<file path="src/rtl/foc_pkg.sv">
// Shared types, constants and the symmetric saturation helper for the FOC PI scheduler.
package foc_pkg;

  localparam int unsigned N  = 10;
  localparam int unsigned F  = 9;
  localparam int unsigned WI = 2 * N + 2;

  localparam int OUT_MAX_I = (1 << (N - 1)) - 1;

  localparam logic signed [N-1:0]  OUT_MAX = N'(OUT_MAX_I);
  localparam logic signed [N-1:0]  OUT_MIN = N'(-OUT_MAX_I);
  localparam logic signed [WI-1:0] SAT_HI  = WI'(OUT_MAX_I);
  localparam logic signed [WI-1:0] SAT_LO  = WI'(-OUT_MAX_I);

  typedef enum logic [2:0] {
    ST_IDLE,
    ST_SPD_MUL,
    ST_SPD_ACC,
    ST_ID_MUL,
    ST_ID_ACC,
    ST_IQ_MUL,
    ST_IQ_ACC,
    ST_DONE
  } sched_state_e;

  typedef enum logic [1:0] {
    LOOP_SPEED,
    LOOP_ID,
    LOOP_IQ
  } loop_sel_e;

  // Clamp a wide intermediate to the symmetric output range.
  function automatic logic signed [N-1:0] sat_sym(input logic signed [WI-1:0] x);
    logic signed [N-1:0] r;
    if (x > SAT_HI) begin
      r = OUT_MAX;
    end else if (x < SAT_LO) begin
      r = OUT_MIN;
    end else begin
      r = x[N-1:0];
    end
    return r;
  endfunction

endpackage

</file>
<file path="src/rtl/foc_pi_core.sv">
// Shared PI datapath: multiply stage registered into p/i_inc, then a combinational
// accumulate/saturate/back-calculation stage consumed by the scheduler.
module foc_pi_core
  import foc_pkg::*;
(
  input  logic                clk,
  input  logic                rst,
  input  logic                mul_en_i,
  input  logic signed [N-1:0] ref_i,
  input  logic signed [N-1:0] meas_i,
  input  logic        [N-1:0] kp_i,
  input  logic        [N-1:0] ki_i,
  input  logic        [N-1:0] kaw_i,
  input  logic signed [N-1:0] integ_i,
  output logic signed [N-1:0] out_c_o,
  output logic signed [N-1:0] integ_c_o
);

  logic signed [WI-1:0] err_w, kp_w, ki_w, kaw_w;
  logic signed [WI-1:0] p_d, iinc_d, p_q, iinc_q;
  logic signed [WI-1:0] u_w, aw_w, integ_sum_w;
  logic signed [N-1:0]  out_w;

  always_comb begin
    kp_w   = WI'(kp_i);
    ki_w   = WI'(ki_i);
    kaw_w  = WI'(kaw_i);
    err_w  = WI'(ref_i) - WI'(meas_i);
    p_d    = (kp_w * err_w) >>> F;
    iinc_d = (ki_w * err_w) >>> F;
    // Output uses the integrator including this step's increment.
    u_w         = p_q + WI'(integ_i) + iinc_q;
    out_w       = sat_sym(u_w);
    aw_w        = (kaw_w * (WI'(out_w) - u_w)) >>> F;
    integ_sum_w = WI'(integ_i) + iinc_q + aw_w;
    out_c_o     = out_w;
    integ_c_o   = sat_sym(integ_sum_w);
  end

  always_ff @(posedge clk) begin
    if (rst) begin
      p_q    <= '0;
      iinc_q <= '0;
    end else if (mul_en_i) begin
      p_q    <= p_d;
      iinc_q <= iinc_d;
    end
  end

endmodule

</file>
<file path="src/rtl/foc_pi_scheduler.sv">
// Runs speed -> id -> iq PI loops on one shared core per ctrl_tick.
// Optional FOC_SCHED_TORQUE_MODE_EN adds torque_mode/torque_ref to bypass the speed loop.
module foc_pi_scheduler
  import foc_pkg::*;
(
  input  logic                clk,
  input  logic                rst,
  input  logic                ctrl_tick,
  input  logic                enable,
  input  logic                clear_overrun,
`ifdef FOC_SCHED_TORQUE_MODE_EN
  input  logic                torque_mode,
  input  logic signed [N-1:0] torque_ref,
`endif
  input  logic signed [N-1:0] speed_ref,
  input  logic signed [N-1:0] speed_meas,
  input  logic signed [N-1:0] id_ref,
  input  logic signed [N-1:0] i_d,
  input  logic signed [N-1:0] i_q,
  input  logic        [N-1:0] kp_speed,
  input  logic        [N-1:0] ki_speed,
  input  logic        [N-1:0] kaw_speed,
  input  logic        [N-1:0] kp_id,
  input  logic        [N-1:0] ki_id,
  input  logic        [N-1:0] kaw_id,
  input  logic        [N-1:0] kp_iq,
  input  logic        [N-1:0] ki_iq,
  input  logic        [N-1:0] kaw_iq,
  output logic signed [N-1:0] iq_ref,
  output logic signed [N-1:0] v_d,
  output logic signed [N-1:0] v_q,
  output logic                busy,
  output logic                done,
  output logic                overrun
);

  sched_state_e        state_q;
  loop_sel_e           loop_sel;
  logic                mul_en;
  logic signed [N-1:0] iq_ref_q, v_d_q, v_q_q;
  logic signed [N-1:0] integ_spd_q, integ_id_q, integ_iq_q;
  logic                busy_q, done_q, ovr_q;
  logic signed [N-1:0] ref_m, meas_m, integ_m;
  logic        [N-1:0] kp_m, ki_m, kaw_m;
  logic signed [N-1:0] core_out, core_integ;

  // Loop selection and operand muxing for the shared core.
  always_comb begin
    loop_sel = LOOP_SPEED;
    mul_en   = 1'b0;
    case (state_q)
      ST_SPD_MUL: mul_en = 1'b1;
      ST_ID_MUL:  begin loop_sel = LOOP_ID; mul_en = 1'b1; end
      ST_ID_ACC:  loop_sel = LOOP_ID;
      ST_IQ_MUL:  begin loop_sel = LOOP_IQ; mul_en = 1'b1; end
      ST_IQ_ACC:  loop_sel = LOOP_IQ;
      default:    ;
    endcase

    ref_m   = speed_ref;
    meas_m  = speed_meas;
    kp_m    = kp_speed;
    ki_m    = ki_speed;
    kaw_m   = kaw_speed;
    integ_m = integ_spd_q;
    case (loop_sel)
      LOOP_ID: begin
        ref_m = id_ref; meas_m = i_d; kp_m = kp_id; ki_m = ki_id; kaw_m = kaw_id;
        integ_m = integ_id_q;
      end
      LOOP_IQ: begin
        ref_m = iq_ref_q; meas_m = i_q; kp_m = kp_iq; ki_m = ki_iq; kaw_m = kaw_iq;
        integ_m = integ_iq_q;
      end
      default: ;
    endcase
  end

  foc_pi_core u_core (
    .clk      (clk),
    .rst      (rst),
    .mul_en_i (mul_en),
    .ref_i    (ref_m),
    .meas_i   (meas_m),
    .kp_i     (kp_m),
    .ki_i     (ki_m),
    .kaw_i    (kaw_m),
    .integ_i  (integ_m),
    .out_c_o  (core_out),
    .integ_c_o(core_integ)
  );

  always_ff @(posedge clk) begin
    if (rst) begin
      state_q     <= ST_IDLE;
      iq_ref_q    <= '0;
      v_d_q       <= '0;
      v_q_q       <= '0;
      integ_spd_q <= '0;
      integ_id_q  <= '0;
      integ_iq_q  <= '0;
      busy_q      <= 1'b0;
      done_q      <= 1'b0;
      ovr_q       <= 1'b0;
    end else begin
      done_q <= 1'b0;
      // A tick while busy sets overrun even if clear_overrun is also high.
      if ((state_q != ST_IDLE) && ctrl_tick) begin
        ovr_q <= 1'b1;
      end else if (clear_overrun) begin
        ovr_q <= 1'b0;
      end

      if (!enable) begin
        state_q     <= ST_IDLE;
        busy_q      <= 1'b0;
        iq_ref_q    <= '0;
        v_d_q       <= '0;
        v_q_q       <= '0;
        integ_spd_q <= '0;
        integ_id_q  <= '0;
        integ_iq_q  <= '0;
      end else begin
        case (state_q)
          ST_IDLE: begin
            if (ctrl_tick) begin
              busy_q  <= 1'b1;
              state_q <= ST_SPD_MUL;
`ifdef FOC_SCHED_TORQUE_MODE_EN
              if (torque_mode) begin
                state_q     <= ST_ID_MUL;
                iq_ref_q    <= torque_ref;
                integ_spd_q <= '0;
              end
`endif
            end
          end
          ST_SPD_MUL: state_q <= ST_SPD_ACC;
          ST_SPD_ACC: begin
            iq_ref_q    <= core_out;
            integ_spd_q <= core_integ;
            state_q     <= ST_ID_MUL;
          end
          ST_ID_MUL:  state_q <= ST_ID_ACC;
          ST_ID_ACC: begin
            v_d_q      <= core_out;
            integ_id_q <= core_integ;
            state_q    <= ST_IQ_MUL;
          end
          ST_IQ_MUL:  state_q <= ST_IQ_ACC;
          ST_IQ_ACC: begin
            v_q_q      <= core_out;
            integ_iq_q <= core_integ;
            done_q     <= 1'b1;
            state_q    <= ST_DONE;
          end
          ST_DONE: begin
            busy_q  <= 1'b0;
            state_q <= ST_IDLE;
          end
          default: begin
            busy_q  <= 1'b0;
            state_q <= ST_IDLE;
          end
        endcase
      end
    end
  end

  assign iq_ref  = iq_ref_q;
  assign v_d     = v_d_q;
  assign v_q     = v_q_q;
  assign busy    = busy_q;
  assign done    = done_q;
  assign overrun = ovr_q;

endmodule

</file>
<file path="config.mk">
export PLATFORM = sky130hd
export DESIGN_NAME = foc_pi_scheduler
export DESIGN_NICKNAME = d
export VERILOG_FILES = /design/src/rtl/foc_pkg.sv /design/src/rtl/foc_pi_core.sv /design/src/rtl/foc_pi_scheduler.sv
export SDC_FILE = /design/constraint.sdc
export NUM_CORES = 1
export LEC_CHECK = 0
export ABC_AREA = 1
export ABC_CLOCK_PERIOD_IN_PS = 33200
export CAP_MARGIN = 25
export CORE_ASPECT_RATIO = 1.1
export CORE_MARGIN = 2
export CORE_UTILIZATION = 45
export CTS_CLUSTER_DIAMETER = 50
export DETAILED_ROUTE_END_ITERATION = 8
export SLEW_MARGIN = 40
export SYNTH_ARGS = -nofsm -noshare
export SYNTH_HDL_FRONTEND = slang
export SYNTH_SLANG_ARGS = --single-unit
</file>
<file path="constraint.sdc">
create_clock -name clk -period 33.2 [get_ports clk]
set_clock_uncertainty 0.2 [all_clocks]
set_input_delay 6.64 -clock clk [delete_from_list [all_inputs] [get_ports clk]]
set_output_delay 6.64 -clock clk [all_outputs]
set_load 0.01 [all_outputs]
</file>
==> results of run 1 <==
-- per-layer routing --
metal,up-vias,wire length [um],global-route usage
li1,8605,-,-
met1,8393,23900,0.315
met2,426,28400,0.454
met3,80,2490,0.0228
met4,0,1510,0.0731
met5,-,0,0
-- cells by family after synthesis --
logic type      share of synthesized area
compound gates                      0.126
xor+xnor                           0.0276
fa+ha+maj                           0.433
buf+inv                             0.142
flops                              0.0920
simple gates                        0.178
-- cells in the mapped netlist (2+ instances only) --
cell type / count
o21bai_1: 11
nand3b_1: 4
a211oi_1: 3
o21ai_2: 2
nand3_1: 63
inv_2: 5
o211ai_1: 34
nor2_1: 276
a21o_1: 11
nor2_4: 3
nand3_2: 6
or2_2: 15
dfxtp_1: 92
xor2_1: 41
nor2_2: 5
clkinv_1: 3
a21oi_1: 123
a221o_1: 43
o21ai_0: 143
xnor2_1: 22
nand4_1: 16
buf_1: 7
nor3_1: 12
and2_1: 3
o21ai_1: 14
nand2_1: 419
nand2_4: 7
fa_1: 287
ha_1: 234
o221ai_1: 8
clkbuf_1: 64
a31oi_1: 11
nor4_1: 5
inv_1: 674
nand2_8: 2
a221oi_1: 5
nand2_2: 9
-- metrics by stage --
| stage | hold slack [ns] | std cells |
|---|---|---|
| 3_5_place_dp | 0.266 | 3405 |
| 2_1_floorplan | 0.267 | 2694 |
| 3_3_place_gp | 0.277 | 3405 |
| 5_1_grt | 0.320 | 3421 |
| 6_report | 0.274 | 3421 |
| 4_1_cts | 0.278 | 3421 |
-- final cells by class --
class                      instances  area share
multi-input combinational       1846       0.675
inverter                         683       0.113
timing repair buffer             203      0.0866
sequential                        92      0.0810
tap                              581      0.0320
clock buffer                       9     0.00990
clock inverter                     7     0.00259
-- sequential cells by signal, summed over array words and instances, names as in the netlist --
name and flops:
state_q 3, integ_iq_q 10, iq_ref 10, u_core.p_q 13, v_d 10, u_core.iinc_q 13
overrun 1, busy 1, integ_id_q 10, done 1, v_q 10, integ_spd_q 10
-- worst max path at each step --
stage,start,to,cells after the start
floorplan,kaw_iq[5],integ_id_q[1],46
global placement,kaw_iq[3],integ_spd_q[0],40
detailed placement,kaw_iq[3],integ_spd_q[0],40
CTS,state_q[0],integ_spd_q[0],75
global route,state_q[0],integ_id_q[0],72
finish,state_q[0],integ_spd_q[2],71
-- worst register-to-register path, delay by kind of cell (launching register included) --
kind	cells	cell delay [ns]
adders and majority gates	13	5.58
AOI/OAI and AO/OA	18	4.16
and+or+nand+nor	24	3.56
buffers and inverters	15	2.27
DFF	1	0.37
xor gates and xnor gates	1	0.28
==> metrics, run 1 <==
CP Launch Type flop; cell family with most CP delay adder cells; final slew viol count 0; count of final hold-check violations 0; Synth async-reset ratio 0; r2r startpoint state_q[0]; placed cell areas 22400 sq um; # rows 81; Reg area 1840 sq um; Mapped Area 20000 sq um; 1st-iter DRT viols 873; Synth Warn # 0; clock latency on the worst-skew pair 0.35 ns; path depth of the worst reg2reg path 71; CTS tree yes; routed len/inst 16.5 um; vias in the first global route 18000; fin crit share 0.497; slew margin rel. 0.439; Reg2Reg Setup Slack 16.70 ns; Cells after Synth 2694; CP required 33.28 ns; Buf+Inv Stages, Crit Path 15; DRT antenna net count 0; CTS root buf clkbuf_16; Die ar. 46200 sq um; pre-CTS WS 16.80 ns; final setup fails 0; CTS H-tree lvls 3; total CTS buffers 9; Synth top area share 0.287; area grow syn2layout 13.6%; DIE WIDTH 205 um; Core Util, Final 0.515; placer congestion estimate 0.921; design area 22700 sq um; worst hold endpoint overrun; HP Class reg -> reg; initial antenna violation count 0; Hold Crit Start overrun; via/cell ratio 5.12; NumNets Final 3501; total core area 44200 sq um; most used cell, CP nand2_1; R2R Path End integ_spd_q[2]; DR pass1 iterations 5; CP Max Fanout 37; Post-Syn Nets 3360; critical path type reg -> reg; Total Wirelength 56300 um; commonest cells after routing, fill and taps aside inv_1, nand2_1, fa_1, nor2_1, ha_1; CTS resizes 0; area leader, netlist fa_1; I/O pins 178; CTS clk-pin slew, worst paths 0.07 ns; Starting Density 0.453; global-route wire length before repair 92000 um; Post-CTS Hold Buffers 0; top_reg_cell synth dfxtp_1; Post-CTS Repair Setup Buffers 0; syn_area_per_cell 7.43 sq um; Yosys reg bits 92; Multi-input gate area 15300 sq um; slowest cell delay on critical path 0.60 ns; total number of vias 17500; PnR worst setup slack 16.70 ns; GRT Total Usage 0.250; gr ovfl total 0; slowest CP cell fa_1; number of port buffers 177; Hold Path Stages 2; Clock Path Buffers 2; Die Ht 225 um; setup TNS 0 ns; register area share after synthesis 0.0920; Post-synth EDFFs 0; Antenna Cells 0; RSZ-0062 raised after global routing no; Area contributors post-synth fa_1, ha_1, inv_1, dfxtp_1, nand2_1; min Tclk post-route 16.50 ns; Synth cell types 49; Worst-Margin Slew 0.839 ns; share of layout cells above drive strength 1 0.0370; Max-Cap Viols 0; f_max 0.0606 GHz; # DRC 0; CTS sink cnt 92; most common cell after layout, fill and taps aside inv_1; Critical Path End Type flop; fillers 4400; status complete, no violations; hpwl dp 47400 um; largest net degree at the start of global routing 78; Critical Path AT 16.58 ns
Power of run 1 is left out: the tool's default activity adds up to more than one toggle a clock period on the data nets, which glitch-free logic cannot reach.
==> inputs of run 2 (changes only) <==
--- a/config.mk
+++ b/config.mk
@@ -6,7 +6,7 @@
 export NUM_CORES = 1
 export LEC_CHECK = 0
 export ABC_AREA = 1
-export ABC_CLOCK_PERIOD_IN_PS = 33200
+export ABC_CLOCK_PERIOD_IN_PS = 16470
 export CAP_MARGIN = 25
 export CORE_ASPECT_RATIO = 1.1
 export CORE_MARGIN = 2
==> constraint.sdc (replaced) <==
create_clock -name clk -period 16.47 [get_ports clk]
set_clock_uncertainty 0.2 [all_clocks]
set_input_delay 3.294 -clock clk [delete_from_list [all_inputs] [get_ports clk]]
set_output_delay 3.294 -clock clk [all_outputs]
set_load 0.01 [all_outputs]
==> run 2 against run 1 <==
Net effect: worst setup slack got worse by 15 ns; critical path type unchanged; via count increased by 1.2%; worst hold slack better by 0.0063 ns; maximum frequency grew 9.3%; critical path depth decreased by 6; global-route usage grew 0.85 points; routed wire length increased by 3.3%; die area did not move; sequential share of layout area hardly changed.
==> metrics, run 2 (synthesis results as in run 1) <==
Total Wirelength 58100 um (was 56300 um); CTS root buf clkbuf_16 (unchanged); Multi-input gate area 15400 sq um (was 15300 sq um); clock latency on the worst-skew pair 0.35 ns (about the same); critical path type reg -> reg (unchanged); Core Util, Final 0.518 (was 0.515); Worst-Margin Slew 0.802 ns (was 0.839 ns); Starting Density 0.453 (unchanged); fillers 4464 (was 4400); Max-Cap Viols 0 (unchanged); most common cell after layout, fill and taps aside inv_1 (unchanged); # DRC 0 (unchanged); placer congestion estimate 0.954 (was 0.921); CP Launch Type flop (unchanged); Critical Path End Type flop (unchanged); CTS sink cnt 92 (unchanged); Die ar. 46200 sq um (unchanged); vias in the first global route 18100 (was 18000); NumNets Final 3513 (was 3501); commonest cells after routing, fill and taps aside inv_1, nand2_1, fa_1, nor2_1, ha_1 (unchanged); CTS clk-pin slew, worst paths 0.06 ns (was 0.07 ns); largest net degree at the start of global routing 45 (was 78); PnR worst setup slack 1.37 ns (was 16.70 ns); status complete, no violations (unchanged); final setup fails 0 (unchanged); # rows 81 (unchanged); Die Ht 225 um (unchanged); GRT Total Usage 0.259 (was 0.250); hold slack 0.280 ns (was 0.274 ns); DR pass1 iterations 5 (unchanged); total number of vias 17700 (was 17500); DRT antenna net count 0 (unchanged); via/cell ratio 5.16 (was 5.12); f_max 0.0662 GHz (was 0.0606 GHz); hpwl dp 49100 um (was 47400 um); most used cell, CP nand2_1 (unchanged); DIE WIDTH 205 um (unchanged); share of layout cells above drive strength 1 0.0428 (was 0.0370); CP Max Fanout 42 (was 37); cell family with most CP delay adder cells (unchanged); count of final hold-check violations 0 (unchanged); number of port buffers 177 (unchanged); Reg area 1840 sq um (unchanged); Clock Path Buffers 2 (unchanged); final slew viol count 0 (unchanged); min Tclk post-route 15.10 ns (was 16.50 ns); Buf+Inv Stages, Crit Path 10 (was 15); Antenna Cells 0 (unchanged); Critical Path AT 15.16 ns (was 16.58 ns); pre-CTS WS 0.447 ns (was 16.80 ns); area grow syn2layout 14.2% (was 13.6%); global-route wire length before repair 94700 um (was 92000 um); CP required 16.54 ns (was 33.28 ns); initial antenna violation count 0 (unchanged); met3 WL 2420 um (was 2490 um); total CTS buffers 9 (unchanged); gr ovfl total 0 (unchanged); met2 WL 29200 um (was 28400 um); 1st-iter DRT viols 941 (was 873); slowest cell delay on critical path 0.54 ns (was 0.60 ns); RSZ-0062 raised after global routing no (unchanged); CTS tree yes (unchanged); fin crit share 0.917 (was 0.497); wl on met1 25000 um (was 23900 um); routed len/inst 16.9 um (was 16.5 um); HP Class reg -> reg (unchanged); Highest Signal Layer met4 (unchanged); CTS H-tree lvls 3 (unchanged); I/O pins 178 (unchanged); setup TNS 0 ns (unchanged); Largest regs u_core.iinc_q: 13 flops, u_core.p_q: 13 flops (unchanged); slew margin rel. 0.462 (was 0.439); total core area 44200 sq um (unchanged); slowest CP cell fa_1 (unchanged)
[run 2: changes by cell type in the layout (fill, tap and decap cells not counted), sizes merged]
| cell | delta |
|---|---|
| inv | -3 |
| clkinvlp | +2 |
| clkinv | -2 |
| buf | +11 |
| clkbuf | +4 |
[run 2: through the flow]
stage | instances | area [sq um]
floorplan | 2694 | 20000
finish | 3433 | 22900
global route | 3433 | 22900
detailed placement | 3413 | 22500
CTS | 3429 | 22800
global placement | 3413 | 22500
[run 2: worst min-delay path: cells and delay by family (launching register included)]
| family | cells | cell delay [ns] |
|---|---|---|
| AND/OR/NAND/NOR | 1 | 0.07 |
| flip-flops | 1 | 0.31 |
| AO/OA/AOI/OAI | 1 | 0.05 |
[run 2: area by class of cell]
class,instances,area share
inverters,683,0.113
flip-flops and latches,92,0.0805
clock inverters,3,0.000930
repair buffers,214,0.0896
multi-input cells,1846,0.673
repair inverters,1,0.000219
clock buffers,13,0.0114
well taps,581,0.0318
[run 2: worst paths after layout]
kind	startpoint	cells past startpoint	end	slack (ns)
max	state_q[0]	65	integ_id_q[1]	1.37
min	overrun	2	overrun	0.28
max reg2reg	state_q[0]	65	integ_id_q[1]	1.37
min reg2reg	overrun	2	overrun	0.28
[run 2: metal layers]
| metal | track usage | up-vias |
|---|---|---|
| met1 | 0.339 | 8573 |
| met2 | 0.461 | 442 |
| met4 | 0.0696 | 0 |
| met5 | 0 | - |
| li1 | - | 8616 |
| met3 | 0.0178 | 81 |
[run 2: what timing repair did]
action,4_1_cts,5_1_grt
setup buffers,0,3
resized for setup,0,9
setup endpoints to repair,0,30
hold buffers,0,0
Power of run 2 is left out for the same reason.
